--- src/rtl/tl_pkg.sv ---
// Shared definitions for the timed traffic-light controller: state codes,
// lamp encodings and the state width.
package tl_pkg;

    localparam int STATE_W = 3;

    typedef enum logic [STATE_W-1:0] {
        S_GA  = 3'd0,
        S_YA  = 3'd1,
        S_GB  = 3'd2,
        S_YB  = 3'd3,
        S_PED = 3'd4
    } state_t;

    localparam logic [1:0] L_GREEN  = 2'b00;
    localparam logic [1:0] L_YELLOW = 2'b01;
    localparam logic [1:0] L_RED    = 2'b10;

    // Last street that went yellow, used to pick the green after a walk
    localparam logic DIR_A = 1'b0;
    localparam logic DIR_B = 1'b1;

endpackage

--- src/rtl/tl_timed_ctrl_if.sv ---
// Sensor/button inputs and lamp/observation outputs of the intersection controller.
interface tl_timed_ctrl_if;
    logic                       Ta;
    logic                       Tb;
    logic                       ped_req;
    logic [1:0]                 La;
    logic [1:0]                 Lb;
    logic                       walk;
    logic [tl_pkg::STATE_W-1:0] state;

    modport master (output Ta, Tb, ped_req, input La, Lb, walk, state);
    modport slave  (input Ta, Tb, ped_req, output La, Lb, walk, state);
endinterface

--- src/rtl/tl_phase_timer.sv ---
// Phase timer: synchronous clear, count enable, saturates at all-ones.
module tl_phase_timer #(
    parameter int CNT_W = 4
) (
    input  logic             clk,
    input  logic             reset,
    input  logic             clr,
    input  logic             en,
    output logic [CNT_W-1:0] cnt
);

    always_ff @(posedge clk) begin
        if (reset || clr)
            cnt <= '0;
        else if (en && (cnt != {CNT_W{1'b1}}))
            cnt <= cnt + 1'b1;
    end

endmodule

--- src/rtl/tl_timed_ctrl.sv ---
// Two-street traffic-light sequencer with minimum green, fixed yellow and an
// all-red pedestrian walk phase; lamps are a Moore decode of the state register.
module tl_timed_ctrl
    import tl_pkg::*;
#(
    parameter int MIN_GRN = 10,
    parameter int YEL_CYC = 5,
    parameter int PED_CYC = 8,
    parameter int CNT_W   = 4
) (
    input  logic           clk,
    input  logic           reset,
    tl_timed_ctrl_if.slave bus
);

    state_t           state_q, state_d;
    logic [CNT_W-1:0] timer;
    logic             ped_pending;
    logic             last_dir;
    logic             grn_done, yel_done, ped_done, state_chg;

    assign grn_done  = (timer >= CNT_W'(MIN_GRN - 1));
    assign yel_done  = (timer == CNT_W'(YEL_CYC - 1));
    assign ped_done  = (timer == CNT_W'(PED_CYC - 1));
    assign state_chg = (state_d != state_q);

    tl_phase_timer #(.CNT_W(CNT_W)) u_timer (
        .clk   (clk),
        .reset (reset),
        .clr   (state_chg),
        .en    (1'b1),
        .cnt   (timer)
    );

    always_ff @(posedge clk) begin
        if (reset)
            state_q <= S_GA;
        else
            state_q <= state_d;
    end

    always_comb begin
        state_d = state_q;
        case (state_q)
            S_GA:    if (grn_done && (!bus.Ta || ped_pending)) state_d = S_YA;
            S_YA:    if (yel_done) state_d = ped_pending ? S_PED : S_GB;
            S_GB:    if (grn_done && (!bus.Tb || ped_pending)) state_d = S_YB;
            S_YB:    if (yel_done) state_d = ped_pending ? S_PED : S_GA;
            S_PED:   if (ped_done) state_d = (last_dir == DIR_A) ? S_GB : S_GA;
            default: state_d = S_GA;
        endcase
    end

    // Clearing on walk entry takes priority over a same-cycle button press
    always_ff @(posedge clk) begin
        if (reset)
            ped_pending <= 1'b0;
        else if (state_d == S_PED && state_q != S_PED)
            ped_pending <= 1'b0;
        else if (bus.ped_req && state_q != S_PED)
            ped_pending <= 1'b1;
    end

    always_ff @(posedge clk) begin
        if (reset)
            last_dir <= DIR_A;
        else if (state_q == S_YA && state_chg)
            last_dir <= DIR_A;
        else if (state_q == S_YB && state_chg)
            last_dir <= DIR_B;
    end

    always_comb begin
        bus.La   = L_RED;
        bus.Lb   = L_RED;
        bus.walk = 1'b0;
        case (state_q)
            S_GA:    bus.La = L_GREEN;
            S_YA:    bus.La = L_YELLOW;
            S_GB:    bus.Lb = L_GREEN;
            S_YB:    bus.Lb = L_YELLOW;
            S_PED:   bus.walk = 1'b1;
            default: ;
        endcase
    end

    assign bus.state = state_q;

endmodule

--- src/flat_wrapper.sv ---
// flat-port wrapper written by rule: the top's interface ports become plain ports
module tl_timed_ctrl_flat import tl_pkg::*;
#(
    parameter int MIN_GRN = 10,
    parameter int YEL_CYC = 5,
    parameter int PED_CYC = 8,
    parameter int CNT_W   = 4
)
  (clk, reset, bus_Ta, bus_Tb, bus_ped_req, bus_La, bus_Lb, bus_walk, bus_state);
  tl_timed_ctrl_if bus_i ();
  input  logic clk;
  input  logic reset;
  input wire logic [$bits(bus_i.Ta)-1:0] bus_Ta;
  input wire logic [$bits(bus_i.Tb)-1:0] bus_Tb;
  input wire logic [$bits(bus_i.ped_req)-1:0] bus_ped_req;
  output wire logic [$bits(bus_i.La)-1:0] bus_La;
  output wire logic [$bits(bus_i.Lb)-1:0] bus_Lb;
  output wire logic [$bits(bus_i.walk)-1:0] bus_walk;
  output wire logic [$bits(bus_i.state)-1:0] bus_state;
  assign bus_i.Ta = bus_Ta;
  assign bus_i.Tb = bus_Tb;
  assign bus_i.ped_req = bus_ped_req;
  assign bus_La = bus_i.La;
  assign bus_Lb = bus_i.Lb;
  assign bus_walk = bus_i.walk;
  assign bus_state = bus_i.state;
  tl_timed_ctrl #(.MIN_GRN(MIN_GRN), .YEL_CYC(YEL_CYC), .PED_CYC(PED_CYC), .CNT_W(CNT_W)) u_core (.clk(clk), .reset(reset), .bus(bus_i));
endmodule
--- config.mk ---
export PLATFORM = sky130hd
export DESIGN_NAME = tl_timed_ctrl_flat
export DESIGN_NICKNAME = d
export VERILOG_FILES = /design/src/rtl/tl_pkg.sv /design/src/rtl/tl_timed_ctrl_if.sv /design/src/rtl/tl_phase_timer.sv /design/src/rtl/tl_timed_ctrl.sv /design/src/flat_wrapper.sv
export SDC_FILE = /design/constraint.sdc
export NUM_CORES = 1
export LEC_CHECK = 0
export CORE_MARGIN = 1.5
export CORE_UTILIZATION = 35
export CTS_CLUSTER_SIZE = 25
export DETAILED_ROUTE_END_ITERATION = 16
export PLACE_DENSITY = 0.59
export SYNTH_ARGS = -nofsm -noshare
export SYNTH_HDL_FRONTEND = slang
export SYNTH_SLANG_ARGS = --single-unit
--- constraint.sdc ---
create_clock -name clk -period 1.59 [get_ports clk]
set_input_delay 0.2385 -clock clk [delete_from_list [all_inputs] [get_ports clk]]
set_output_delay 0.2385 -clock clk [all_outputs]
set_load 0.02 [all_outputs]
Word-level counts from Yosys, hierarchy flattened
Index checks and enable logic that the tools add are counted.
{ "classes": {"addsub": 1, "order_cmp": 1, "eq_ne": 10, "n_mux": 12, "reduce_logical": 14} }
{ "op_table": {"columns": ["operator", "count"], "rows": [
  ["$mux W3", 7],
  ["$pmux W3 S5", 1],
  ["$eq A4 B3 Y1 const B", 2],
  ["$pmux W2 S2", 2],
  ["$eq A3 B2 Y1 const B", 2],
  ["$eq A3 B3 Y1 const B", 2],
  ["$logic_and A1 B1 Y1", 6],
  ["$add A4 B1 Y4 const B", 1],
  ["$ge A4 B4 Y1 const B", 1],
  ["$ne A4 B4 Y1 const B", 1],
  ["$reduce_or A2 Y1", 2],
  ["$eq A3 B1 Y1 const B", 1],
  ["$logic_not A3 Y1", 1],
  ["$logic_or A1 B1 Y1", 3],
  ["$ne A3 B3 Y1", 1],
  ["$ne A3 B3 Y1 const B", 1],
  ["$logic_not A1 Y1", 2],
  ["$mux W2", 1],
  ["$mux W1", 1]
]} }
{ "word_totals": {"register_bits": 9, "output_inout_bits": 8, "wordCells": 42} }

Logic depth before layout (Yosys ltp)
{ "logic_depth": {"word_depth": 8, "mapped_depth": 6} }

By module
A second synthesis with hierarchy kept.
{ "hier_totals": {"hier_cells": 59, "hier_area_um2": 555.5} }
{ "by_module_without_submodules": {"columns": ["module", "instances", "cells_per_inst", "area_per_inst_um2"], "rows": [
  ["tl_timed_ctrl", 1, 38, 345.3],
  ["tl_phase_timer", 1, 21, 210.2]
]} }

Least setup slack after synthesis
Ideal clock, no wire load.
{ "synth_timing": {"path_kind": "reg-to-reg", "startpoint": "register u_core.u_timer.cnt[1]", "endpoint": "register u_core.u_timer.cnt[3]", "setup_time_ns": 0.079, "t_arrival_ns": 1.332, "setup_slack_ns": 0.179, "path_stages_with_launch": 7, "cell_sequence": "dfxtp_1 > inv_1 > ha_1 > or3b_1 > o2111ai_1 > o211ai_2 > a211oi_2"} }
{ "synth_via": {"elab_chain_len": 6, "word_cells_on_any_way": 15, "classes_between": "1 x add/sub; 1 x order compare; 4 x eq/ne; 6 x mux; 3 x reduce/logical"} }
{ "synth_lines": {"columns": ["element", "line_no", "source"], "rows": [
  ["start: declaration", "tl_phase_timer.sv:9", "output logic [CNT_W-1:0] cnt"],
  ["start signal: assignment", "tl_phase_timer.sv:16", "cnt <= cnt + 1'b1;"],
  ["$ge A4 B4 Y1", "tl_timed_ctrl.sv:22", "assign grn_done = (timer >= CNT_W'(MIN_GRN - 1));"],
  ["$logic_and A1 B1 Y1 (on tied branches)", "tl_timed_ctrl.sv:47, tl_timed_ctrl.sv:45", null],
  ["$mux W3 (on tied branches)", "tl_timed_ctrl.sv:47, tl_timed_ctrl.sv:45", null],
  ["$pmux W3 S5", "tl_timed_ctrl.sv:44", "case (state_q)"],
  ["$ne A3 B3 Y1", "tl_timed_ctrl.sv:25", "assign state_chg = (state_d != state_q);"],
  ["$logic_or A1 B1 Y1", "tl_phase_timer.sv:13", "if (reset || clr)"]
]} }
Several ways; a longest one is shown, not always the timed one.
A chain may end at the register's enable or synchronous reset.

Final worst setup path
{ "layout_timing": {"startpoint": "register u_core.state_q[2] (netlist: u_core.bus.state[2])", "endpoint": "output bus_Lb[0]"} }
{ "layout_via": {"elab_chain_len": 2, "word_cells_on_any_way": 3, "classes_between": "2 x eq/ne; 1 x mux"} }
{ "layout_lines": {"columns": ["element", "line_no", "source"], "rows": [
  ["start: declaration", "tl_timed_ctrl.sv:16", "state_t state_q, state_d;"],
  ["start signal: assignment", "tl_timed_ctrl.sv:39", "state_q <= state_d;"],
  ["$eq A3 B2 Y1", "tl_timed_ctrl.sv:77", "case (state_q)"],
  ["$pmux W2 S2 *", "tl_timed_ctrl.sv:77", null],
  ["end: declaration", "flat_wrapper.sv:17", "output wire logic [$bits(bus_i.Lb)-1:0] bus_Lb;"]
]} }
Mark *: on every way between the ends. The rest lies on a longest branch, timed or not.

==> results.txt <==
----------------------------------------------------
[Cells and area]
  Fill cells ... 121
  Multi-input logic area ... just over 300 µm²
  Post-Layout Cell Count ... between 90 and 100
  Sequential cell area ... around 180 µm²
  Ratio of cells with drive above 1 in the final layout ... 0.289
  Nets ... 92
  Diodes inserted ... 0
  Area growth from synthesis to layout ... 42.1%
  Post-Layout Inst Area ... 731 µm²

[Place]
  Number of I/O port buffers ... 12
  Number of cells in the design after placement ... 94
  DP HPWL ... between 800 and 900 µm
  Post-Place Cell Area ... 717 µm²
  Routability-driven placement congestion ratio ... 0.779
  Pre-CTS setup slack ... -0.0294 ns

[Drt]
  Uppermost metal layer occupied by signal nets ... met3
  Detailed-routing iteration count for the pre-antenna-repair pass ... 4
  Routed length on met1 ... 572 µm
  Met3 wire len ... between 60 and 70 µm
  Drt drc ... 0
  Wire length on met2 ... around 480 µm
  WL/cell ... around 11 µm
  Antenna viol nets, final ... 0
  Number of DRC violations after detailed-routing iteration 0 ... 9
  Avg Vias per Cell ... 4.99
  Vias after detailed routing ... ~490
  WL final ... approximately 1100 µm

[Logic synthesis]
  Seq/Total Area, Yosys ... 0.350
  Number of synthesized register bits ... 9
  Proportion of netlist area held by the largest area contributor ... 0.350
  Netlist cell types ... 28
  Combinational family with the most area after synthesis ... simple AND/OR/NAND/NOR gates
  Simple-gate area share of the yosys netlist ... 0.260
  Synthesized netlist cell count ... 58
  Mux cell area share after synthesis ... 0.0584
  Xor-xnor portion of the synthesized cell area ... 0.0170
  Average footprint of a synthesized cell ... about 8.9 µm²
  Post-Syn Area ... a little over 500 µm²
  Share of the synthesized area in compound gates (AO/OA/AOI/OAI) ... 0.182
  Post-Synth Adder-Cell Area ... 0.0730
  Most area-consuming cells after synthesis ... dfxtp_1 (35%), ha_1 (7.3%), mux2i_1 (5.8%)
  Synth warn ... 0
  Number of nets in the synthesized netlist ... 66
  Dominant cell type by area after synthesis ... dfxtp_1

[Pwr]
  Power density cells ... 665 mW/mm²
  Share of total power consumed by net switching ... 0.245
  Switching Power ... 0.119 mW
  Leakage power ... 0.368 nW
  Fraction of power consumed by combinational cells ... 0.133
  Clock power frac ... 0.365
  Worst-case vdd ir drop ... approximately 390 µV
  Total Power ... about 0.49 mW
  Internal power ... between 0.3 and 0.4 mW
  Sequential share of power ... 0.501

[Timing]
  Hold violation total from the final report ... 0
  Worst slack on hold paths ... between 0.4 and 0.5 ns
  Share of the clock period used by the worst path ... 0.933
  Minimum setup slack in the final design ... between 0.1 and 0.15 ns
  Fin Clk Skew ... 0.00124 ns
  Final setup violation count ... 0
  RSZ-0062 raised after global routing ... false
  Transition time of the tightest slew-check pin ... ~0.28 ns
  Fmax achieved ... around 670 MHz
  Min Clock Period, post-route ... ~1.5 ns
  Relative slew margins ... 0.814
  Count of pins over their slew limit ... 0

[GRT]
  Overflow after GRT ... 0
  First-pass GRT wire length ... between 1500 and 2000 µm
  Vias in the first global route ... around 410
  Antenna violations before repair ... 0
  Largest net degree at the start of global routing ... 11
  Tot GR Track Use ... 0.152

[Min path]
  Worst hold path endpoint ... u_core.ped_pending
  Startpoint of the most critical hold path ... u_core.ped_pending
  Depth of the worst hold-timing path ... 2
  Class of the worst hold path ... reg2reg

[Critical path]
  Nature of the critical path startpoint ... register
  Register-to-Register Path Depth ... 6
  Reg-to-reg critical path endpoint ... u_core.u_timer.cnt[3]
  Category of the most critical setup path ... reg2out
  Flop-to-flop setup slack ... approximately 0.14 ns
  CP Data Arrival Time ... between 1 and 1.5 ns
  Kind of end point of the critical path ... output pin
  Data required time at the worst endpoint ... around 1.4 ns
  Start of the worst register-to-register path ... u_core.u_timer.cnt[1]
  Top fanout value on the critical path ... 4

[Outcome]
  Status ... finished, final reports clean

[Die]
  Std-Cell Core Area ... approximately 0.0013 mm²
  Die outline width ... 41.3 µm
  Die Y-Extent ... between 40 and 50 µm
  Initial core utilization ... 0.386
  Number of top-level pins ... 13
  Die Footprint ... about 0.0017 mm²
  Row count ... 13

[Clocking]
  Worst-path clk slew ... about 0.06 ns
  Depth of the CTS H-tree ... 1
  Number of clock buffers inserted by TritonCTS ... 3
  Clock root cell ... clkbuf_4
  CTS tree ... built
  Bufs on Longest Clock Path ... 2
  Clock sink total ... 9
  Post CTS Setup Buffer Count ... 0
  Worst-skew pair later-pin latency ... 0.26 ns

[Flow run]
  Number of max-cap violations ... 0

----------------------------------------------------
-- metal layers --
| metal | vias to the layer above | GRT usage |
|---|---|---|
| li1 | 258 | - |
| met1 | 214 | 0.205 |
| met2 | 17 | 0.219 |
| met3 | 0 | 0.0479 |
| met4 | 0 | 0.0726 |
| met5 | - | 0 |
-- worst max path at each step --
stage / cells after the start / to / from
floorplan: 6 / u_core.u_timer.cnt[3] / u_core.u_timer.cnt[1]
global route: 6 / u_core.u_timer.cnt[3] / u_core.u_timer.cnt[0]
CTS: 3 / bus_La[1] / u_core.bus.state[1]
global placement: 3 / bus_walk / u_core.bus.state[0]
detailed placement: 3 / bus_walk / u_core.bus.state[0]
finish: 4 / bus_Lb[0] / u_core.bus.state[2]
-- synthesized netlist by cell type --
cell	count
nand2_1	5
a211oi_2	1
inv_2	1
a31oi_1	3
o211ai_2	1
or3b_1	1
nor4_2	1
or2_2	1
a2bb2oi_1	1
o21ai_0	1
inv_1	3
nor2b_1	2
nor2b_2	1
o2111ai_1	1
nor2_1	6
dfxtp_1	9
or3_4	1
nor4_1	1
o21a_1	1
ha_1	3
nand3_1	4
a311o_1	1
xnor2_1	1
a21oi_1	2
mux2i_1	3
and3_1	1
clkinv_1	1
buf_6	1
-- cell usage in the layout, fill, tap and decap left out --
cell type,n
a2bb2oi_1,1
nor4_2,1
o21a_1,1
buf_4,10
clkbuf_1,1
dlymetal6s2s_1,2
nor2_1,6
dfxtp_2,1
clkdlybuf4s50_1,4
inv_1,3
a311o_1,1
and3_1,1
nor2b_2,1
xnor2_1,1
nand3_1,4
buf_2,1
o21ai_0,1
ha_1,3
nor2b_1,2
a31oi_1,3
o2111ai_1,1
a21oi_1,2
inv_2,1
a211oi_2,1
o211ai_2,1
nand2_1,5
dlygate4sd2_1,3
clkbuf_4,3
or3_4,1
clkbuf_2,2
nor4_1,1
or3b_1,1
clkinv_1,1
or2_2,1
mux2i_1,3
dfxtp_1,8
-- flip-flops by register name (all words and copies together), names as in the netlist --
signal              cells
u_core.bus.state        3
u_core.u_timer.cnt      4
u_core.ped_pending      1
u_core.last_dir         1
-- critical path: stages, from the launching register on --
cell and delay, ns:
dfxtp_1 0.34, inv_2 0.04, buf_4 0.14, and3_1 0.16, dlygate4sd2_1 0.31
-- cells by family (layout without fill, tap and decap cells) --
kind of cell / count (synthesis) / in the layout
buf+inv: 6 / 31
xor+xnor: 1 / 1
fa+ha+maj: 3 / 3
compound gates: 12 / 12
flops: 9 / 9
simple gates: 24 / 24
mux: 3 / 3
-- power groups by stage --
stage	clock (mW)	combinational [mW]	sequential, mW
3_3_place_gp	0	0.0650	0.248
6_report	0.178	0.0648	0.244
3_5_place_dp	0	0.0651	0.248
4_1_cts	0.182	0.0657	0.243
2_1_floorplan	0	0.0337	0.248
5_1_grt	0.195	0.0728	0.245
-- stage by stage --
| stage | utilization | setup TNS, ns |
|---|---|---|
| floorplan | - | 0 |
| global placement | 0.538 | -0.0119 |
| detailed placement | 0.538 | -0.0294 |
| CTS | 0.553 | 0 |
| global route | 0.548 | 0 |
| finish | 0.548 | 0 |
-- timing repair --
| item | CTS | global route |
|---|---|---|
| setup endpoints to repair | 6 | 9 |
| hold buffers | 0 | 0 |
| gates resized for setup | 8 | 8 |
| gates cloned | 0 | 0 |
-- cell type report --
class	instances	share of cell area
multi-input cells	43	0.416
flip-flops and latches	9	0.248
repair buffers	22	0.248
clock buffers	4	0.0360
inverters	5	0.0257
well taps	15	0.0257
(Power assumes the default switching activity.)
